**config.mk**
```make
export PLATFORM = sky130hd
export DESIGN_NAME = fetch_sequencer_flat
export DESIGN_NICKNAME = d
export VERILOG_FILES = /design/src/rtl/fetch_sequencer_pkg.sv /design/src/rtl/fetch_sequencer_if.sv /design/src/rtl/fetch_sequencer_fifo.sv /design/src/rtl/fetch_sequencer.sv /design/src/flat_wrapper.sv
export SDC_FILE = /design/constraint.sdc
export NUM_CORES = 1
export LEC_CHECK = 0
export CAP_MARGIN = 0
export CORE_ASPECT_RATIO = 0.75
export CORE_MARGIN = 2
export CORE_UTILIZATION = 40
export CTS_CLUSTER_SIZE = 14
export DETAILED_ROUTE_END_ITERATION = 12
export DONT_BUFFER_PORTS = 1
export MAX_ROUTING_LAYER = met4
export PLACE_DENSITY = 0.66
export SLEW_MARGIN = 0
export SYNTH_ARGS = -nofsm -noshare
export SYNTH_HDL_FRONTEND = slang
export SYNTH_HIERARCHICAL = 1
export SYNTH_SLANG_ARGS = --single-unit
```
**constraint.sdc**
```tcl
create_clock -name clk -period 3.3 [get_ports clk]
set_clock_uncertainty 0.15 [all_clocks]
set_input_delay 0.66 -clock clk [delete_from_list [all_inputs] [get_ports clk]]
set_output_delay 0.66 -clock clk [all_outputs]
set_load 0.1 [all_outputs]
```
**src/rtl/fetch_sequencer_pkg.sv**
```systemverilog
// Shared types and defaults for the fetch sequencer slice.
//   fetch_state_t : sequencer state encoding (IDLE / FETCH / HALTED)
//   fetch_entry_t : one prefetch FIFO entry, {pc, instr}
//   pc_inc        : next sequential fetch address, wraps modulo 2^PC_W
package fetch_sequencer_pkg;

  localparam int PC_W       = 8;
  localparam int INSTR_W    = 24;
  localparam int FIFO_DEPTH = 2;

  typedef enum logic [1:0] {
    IDLE   = 2'd0,
    FETCH  = 2'd1,
    HALTED = 2'd2
  } fetch_state_t;

  typedef struct packed {
    logic [PC_W-1:0]    pc;
    logic [INSTR_W-1:0] instr;
  } fetch_entry_t;

  // Sequential next PC; 8'hFF rolls over to 8'h00 with no flag.
  function automatic logic [PC_W-1:0] pc_inc(input logic [PC_W-1:0] pc);
    return pc + PC_W'(1);
  endfunction

endpackage

```
**src/rtl/fetch_sequencer_if.sv**
```systemverilog
// Decode-side valid/ready handshake of the fetch sequencer.
//   out_valid : head entry valid          (master -> slave)
//   out_instr : head instruction word     (master -> slave)
//   out_pc    : PC of head instruction    (master -> slave)
//   out_ready : decode accepts head entry (slave -> master)
interface fetch_sequencer_if;
  import fetch_sequencer_pkg::*;

  logic               out_valid;
  logic [INSTR_W-1:0] out_instr;
  logic [PC_W-1:0]    out_pc;
  logic               out_ready;

  modport master (output out_valid, output out_instr, output out_pc, input out_ready);
  modport slave  (input out_valid, input out_instr, input out_pc, output out_ready);
endinterface

```
**src/rtl/fetch_sequencer_fifo.sv**
```systemverilog
// DEPTH-entry synchronous FIFO of fetch_entry_t.
//   clk, reset : clock and synchronous active-high reset (empties the FIFO)
//   push, din  : write din when not full, or when full and a pop happens the same edge
//   pop        : drop the head entry when not empty
//   flush      : empty the FIFO; overrides push and pop
//   full/empty : occupancy flags
//   head       : oldest entry, read straight from the storage registers
module fetch_sequencer_fifo
  import fetch_sequencer_pkg::*;
#(
  parameter int DEPTH = FIFO_DEPTH
) (
  input  logic         clk,
  input  logic         reset,
  input  logic         push,
  input  logic         pop,
  input  logic         flush,
  input  fetch_entry_t din,
  output logic         full,
  output logic         empty,
  output fetch_entry_t head
);

  localparam int PTR_W = $clog2(DEPTH);
  localparam int CNT_W = PTR_W + 1;

  fetch_entry_t     mem_r [DEPTH];
  logic [PTR_W-1:0] wr_ptr_r;
  logic [PTR_W-1:0] rd_ptr_r;
  logic [CNT_W-1:0] count_r;
  logic             push_ok_s;
  logic             pop_ok_s;

  assign full      = (count_r == CNT_W'(DEPTH));
  assign empty     = (count_r == CNT_W'(0));
  assign pop_ok_s  = pop & ~empty & ~flush;
  // A full FIFO can still accept a write when the head leaves on the same edge.
  assign push_ok_s = push & (~full | pop_ok_s) & ~flush;
  assign head      = mem_r[rd_ptr_r];

  // Entry storage: data needs no reset, occupancy is tracked by count_r.
  always_ff @(posedge clk) begin
    if (push_ok_s) begin
      mem_r[wr_ptr_r] <= din;
    end
  end

  // Pointers and occupancy; DEPTH is a power of two so pointers wrap naturally.
  always_ff @(posedge clk) begin
    if (reset || flush) begin
      wr_ptr_r <= PTR_W'(0);
      rd_ptr_r <= PTR_W'(0);
      count_r  <= CNT_W'(0);
    end else begin
      if (push_ok_s) begin
        wr_ptr_r <= wr_ptr_r + PTR_W'(1);
      end
      if (pop_ok_s) begin
        rd_ptr_r <= rd_ptr_r + PTR_W'(1);
      end
      case ({push_ok_s, pop_ok_s})
        2'b10:   count_r <= count_r + CNT_W'(1);
        2'b01:   count_r <= count_r - CNT_W'(1);
        default: count_r <= count_r;
      endcase
    end
  end

endmodule

```
**src/rtl/fetch_sequencer.sv**
```systemverilog
// Program-counter sequencer and prefetch buffer for a combinational-read imem.
//   clk, reset        : clock, synchronous active-high reset
//   start, start_pc   : begin fetching at start_pc (honoured in IDLE / HALTED)
//   imem_pc           : fetch address (the fetch PC register)
//   imem_instr        : word returned combinationally for imem_pc
//   dec               : decode handshake (out_valid/out_instr/out_pc/out_ready)
//   redirect, redirect_pc : flush prefetch buffer and refetch from redirect_pc
//   halt              : stop fetching; buffered entries still drain
//   busy / halted     : state is FETCH / HALTED
module fetch_sequencer
  import fetch_sequencer_pkg::*;
#(
  parameter int              DEPTH    = FIFO_DEPTH,
  parameter logic [PC_W-1:0] RESET_PC = 8'h00
) (
  input  logic                clk,
  input  logic                reset,
  input  logic                start,
  input  logic [PC_W-1:0]     start_pc,
  output logic [PC_W-1:0]     imem_pc,
  input  logic [INSTR_W-1:0]  imem_instr,
  fetch_sequencer_if.master   dec,
  input  logic                redirect,
  input  logic [PC_W-1:0]     redirect_pc,
  input  logic                halt,
  output logic                busy,
  output logic                halted
);

  fetch_state_t    state_r, state_n_s;
  logic [PC_W-1:0] fetch_pc_r, fetch_pc_n_s;
  logic            push_s;
  logic            flush_s;
  logic            pop_s;
  logic            full_s;
  logic            empty_s;
  fetch_entry_t    head_s;
  fetch_entry_t    din_s;

  assign pop_s         = ~empty_s & dec.out_ready;
  assign din_s         = '{pc: fetch_pc_r, instr: imem_instr};
  assign dec.out_valid = ~empty_s;
  assign dec.out_pc    = head_s.pc;
  assign dec.out_instr = head_s.instr;
  assign imem_pc       = fetch_pc_r;
  assign busy          = (state_r == FETCH);
  assign halted        = (state_r == HALTED);

  // State and fetch PC registers.
  always_ff @(posedge clk) begin
    if (reset) begin
      state_r    <= IDLE;
      fetch_pc_r <= RESET_PC;
    end else begin
      state_r    <= state_n_s;
      fetch_pc_r <= fetch_pc_n_s;
    end
  end

  // Next state, next PC and FIFO control; priority redirect > halt > start > enqueue.
  always_comb begin
    state_n_s    = state_r;
    fetch_pc_n_s = fetch_pc_r;
    push_s       = 1'b0;
    flush_s      = 1'b0;
    case (state_r)
      IDLE: begin
        if (start) begin
          state_n_s    = FETCH;
          fetch_pc_n_s = start_pc;
        end else begin
          state_n_s    = IDLE;
        end
      end
      FETCH: begin
        if (redirect) begin
          flush_s      = 1'b1;
          fetch_pc_n_s = redirect_pc;
        end else if (halt) begin
          state_n_s    = HALTED;
        end else if (~full_s || pop_s) begin
          push_s       = 1'b1;
          fetch_pc_n_s = pc_inc(fetch_pc_r);
        end else begin
          // Buffer full and head not taken: hold the fetch PC.
          push_s       = 1'b0;
        end
      end
      HALTED: begin
        if (redirect) begin
          flush_s      = 1'b1;
          fetch_pc_n_s = redirect_pc;
        end else if (start) begin
          // Restart keeps whatever is still buffered.
          state_n_s    = FETCH;
          fetch_pc_n_s = start_pc;
        end else begin
          state_n_s    = HALTED;
        end
      end
      default: begin
        state_n_s    = IDLE;
        fetch_pc_n_s = RESET_PC;
      end
    endcase
  end

  fetch_sequencer_fifo #(.DEPTH(DEPTH)) u_fifo (
    .clk   (clk),
    .reset (reset),
    .push  (push_s),
    .pop   (pop_s),
    .flush (flush_s),
    .din   (din_s),
    .full  (full_s),
    .empty (empty_s),
    .head  (head_s)
  );

endmodule
```
**src/flat_wrapper.sv**
```systemverilog
// flat-port wrapper written by rule: the top's interface ports become plain ports
module fetch_sequencer_flat import fetch_sequencer_pkg::*;
#(
  parameter int              DEPTH    = FIFO_DEPTH,
  parameter logic [PC_W-1:0] RESET_PC = 8'h00
)
  (clk, reset, start, start_pc, imem_pc, imem_instr, redirect, redirect_pc, halt, busy, halted, dec_out_valid, dec_out_instr, dec_out_pc, dec_out_ready);
  fetch_sequencer_if dec_i ();
  input  logic clk;
  input  logic reset;
  input  logic start;
  input  logic [PC_W-1:0] start_pc;
  output logic [PC_W-1:0] imem_pc;
  input  logic [INSTR_W-1:0] imem_instr;
  input  logic redirect;
  input  logic [PC_W-1:0] redirect_pc;
  input  logic halt;
  output logic busy;
  output logic halted;
  output wire logic [$bits(dec_i.out_valid)-1:0] dec_out_valid;
  output wire logic [$bits(dec_i.out_instr)-1:0] dec_out_instr;
  output wire logic [$bits(dec_i.out_pc)-1:0] dec_out_pc;
  input wire logic [$bits(dec_i.out_ready)-1:0] dec_out_ready;
  assign dec_out_valid = dec_i.out_valid;
  assign dec_out_instr = dec_i.out_instr;
  assign dec_out_pc = dec_i.out_pc;
  assign dec_i.out_ready = dec_out_ready;
  fetch_sequencer #(.DEPTH(DEPTH), .RESET_PC(RESET_PC)) u_core (.clk(clk), .reset(reset), .start(start), .start_pc(start_pc), .imem_pc(imem_pc), .imem_instr(imem_instr), .dec(dec_i), .redirect(redirect), .redirect_pc(redirect_pc), .halt(halt), .busy(busy), .halted(halted));
endmodule
```
==> flow_metrics.tcl <==
set metrics [dict create \
    row_count 29 \
    hpwl_microns 4660 \
    cts_root_buffer "clkbuf_16" \
    hold_path_class "primary input to register" \
    cts_hold_buf 0 \
    htree_levels 3 \
    rsz0062_at_grt "no" \
    synth_ff_type "edfxtp_1" \
    crit_path_start_kind "register" \
    slowest_stage "mux2_2" \
    comb_power_share 0.153 \
    grt_overflow 0 \
    wl_microns 6810 \
    yosys_register_bits 79 \
    yosysSeqAreaShare 0.642 \
    min_period_ps 2440 \
    core_sq_mm 0.00842 \
    post_drt_via_cell_ratio 5.37 \
    netlist_instances 245 \
    wl_per_cell_microns 18.3 \
    vdd_ir_drop_max_mv 0.292 \
    die_area_sq_mm 0.00942 \
    grtUsageTotal 0.151 \
    die_h_microns 84.6 \
    grt_pass1_wl_microns 10600 \
    synthesis.area_sq_mm 0.00346 \
    gp_congestion 0.815 \
    numCtsBuffers 9 \
    post-cts-setup-buffers 0 \
    synth_top_area_frac 0.555 \
    clockBufferDepth 2 \
    fin_ws_ps 856 \
    finalPower_mw 2.66 \
    ios 89 \
    p_sw_frac 0.268 \
    cap_violations 0 \
    path_max_fanout 32 \
    regArea_sq_mm 0.00222 \
    end_kind "output port" \
    worstSetupPathType "register to output port" \
    status "finished, final reports clean" \
    power.leakage_nw 1.36 \
    cts_resized 0 \
    first_pass_iters 4 \
    areaGrowthSynthToFinish_pct 15.9 \
    n_fill_cell 758 \
    synth.avg_cell_area_sq_um 14.1 \
    slowest_delay_ps 620 \
    path_cells "buf_4 > mux2_2" \
    slew_headroom 0.455 \
    diodes 0 \
    antenna_left 0 \
    synth_top_cell_by_area "edfxtp_1" \
    drive_gt1_frac 0.294 \
    drc 0 \
    drv_slew 0 \
    setup_violations 0 \
    layout_commonest_cell "edfxtp_1" \
    fmax_ghz 0.409 \
    fin_nets 312 \
    switchingPower_mw 0.713 \
    synth_cell_types 43 \
    grt_max_degree 33 \
    p_clk_frac 0.423 \
    cts_tree "built" \
    antenna_found_initial 0 \
    synth_edf_count 64 \
    chipWidth_microns 111 \
    clk_transition_reported_paths_ps 70 \
    cts.sinks 79 \
    hold_viol 0 \
    most-common-layout-cells "edfxtp_1 (64), mux2_2 (30), inv_1 (18), nor2_1 (16)" \
    multi_input_area_sq_mm 0.00113 \
    dp_worst_setup_slack_ps 798 \
    fin_crit_sh 0.741 \
    vias 2003 \
    clkLatencyLatePin_ps 330 \
    grt_pass1_vias 1973 \
    worstPathArrival_ps 1630 \
    syn-num-nets 297 \
    synth_warnings 6 \
    async_flop_share 0 \
    port_buffers 0 \
    worst_slew_pin_slew_ps 817 \
    yosys-top-cells-area "edfxtp_1 (56%), mux2_2 (9.8%), dfxtp_1 (8.7%)" \
    initial_core_util 0.411 \
    seq_power_share 0.424 \
    drtIter0Drc 146 \
    cp_data_required_time_ps 2490 \
    power_density_mw_per_mm2 663 \
    utilization 0.477 \
    p_int_mw 1.95 \
]
==> cells by family (layout without fill, tap and decap cells) <==
kind of cell	count (synthesis)	count (layout)	synth area share
flops	79	79	0.642
simple gates	52	52	0.0799
compound gates	38	38	0.0897
mux	38	38	0.123
buf+inv	29	49	0.0362
fa+ha+maj	6	6	0.0217
xor+xnor	3	3	0.00759
==> power by group through the flow <==
stage | sequential (mW) | clock [mW] | combinational [mW]
floorplan | 1.25 | 0 | 0.245
global placement | 1.15 | 0 | 0.404
detailed placement | 1.15 | 0 | 0.408
CTS | 1.13 | 1.15 | 0.408
global route | 1.13 | 1.19 | 0.429
finish | 1.13 | 1.12 | 0.408
==> path summary, 6_finish.rpt <==
check / start / endpoint / cells after the start / slack [ps]
max: register / dec_out_pc[1] / 2 / 860
min: reset / u_core/state_r[1] / 1 / 240
max reg2reg: u_core/state_r[1] / u_core/u_fifo/count_r[1] / 9 / 870
min reg2reg: u_core/imem_pc[1] / u_core/u_fifo/mem_r[0][25] / 0 / 370
==> final cells by class <==
type,count,share of cell area
timing repair buffer,15,0.0281
clock inverter,6,0.0290
sequential,79,0.554
tap,108,0.0337
clock buffer,10,0.0571
inverter,18,0.0168
multi-input combinational,137,0.281
==> critical path, delay by kind of cell, from the launching register on <==
family | cells | cell delay [ps]
muxes | 1 | 620
buffers and inverters | 1 | 370
DFF | 1 | 300
==> cell usage after synthesis (3+ instances only) <==
| cell | n |
|---|---|
| mux2_2 | 30 |
| mux2i_1 | 5 |
| nor2_1 | 18 |
| ha_1 | 6 |
| o32ai_2 | 4 |
| clkbuf_1 | 3 |
| buf_2 | 7 |
| o21ai_0 | 8 |
| o32ai_1 | 3 |
| inv_1 | 18 |
| nor3_1 | 3 |
| nand3_1 | 3 |
| edfxtp_1 | 64 |
| nor4_1 | 3 |
| nand2_1 | 9 |
| a221oi_1 | 4 |
| a21oi_1 | 9 |
| dfxtp_1 | 15 |
==> flip-flops by register name, summed over array words and instances, names as in the netlist, named ones only <==
signal / count
u_core/imem_pc: 8
u_core/state_r: 2
u_core/u_fifo/count_r: 2
u_core/u_fifo/mem_r: 64
u_core/u_fifo/rd_ptr_r: 1
u_core/u_fifo/wr_ptr_r: 1
==> routing by layer <==
layer	global-route usage	up-vias	share of wire
li1	-	947	-
met1	0.183	986	0.44
met2	0.223	66	0.47
met3	0.0736	4	0.079
met4	0.0449	0	0.0082
met5	-	-	0
==> through the flow <==
stage               instances  TNS [ps]  cell area, sq um  hold WS (ps)
floorplan                 245     -9850              3470           322
detailed placement        357         0              3670           349
CTS                       373         0              4010           232
global route              373         0              4010           231
global placement          357         0              3670           339
finish                    373         0              4010           245
No activity file was read; power rests on OpenSTA's default activity.
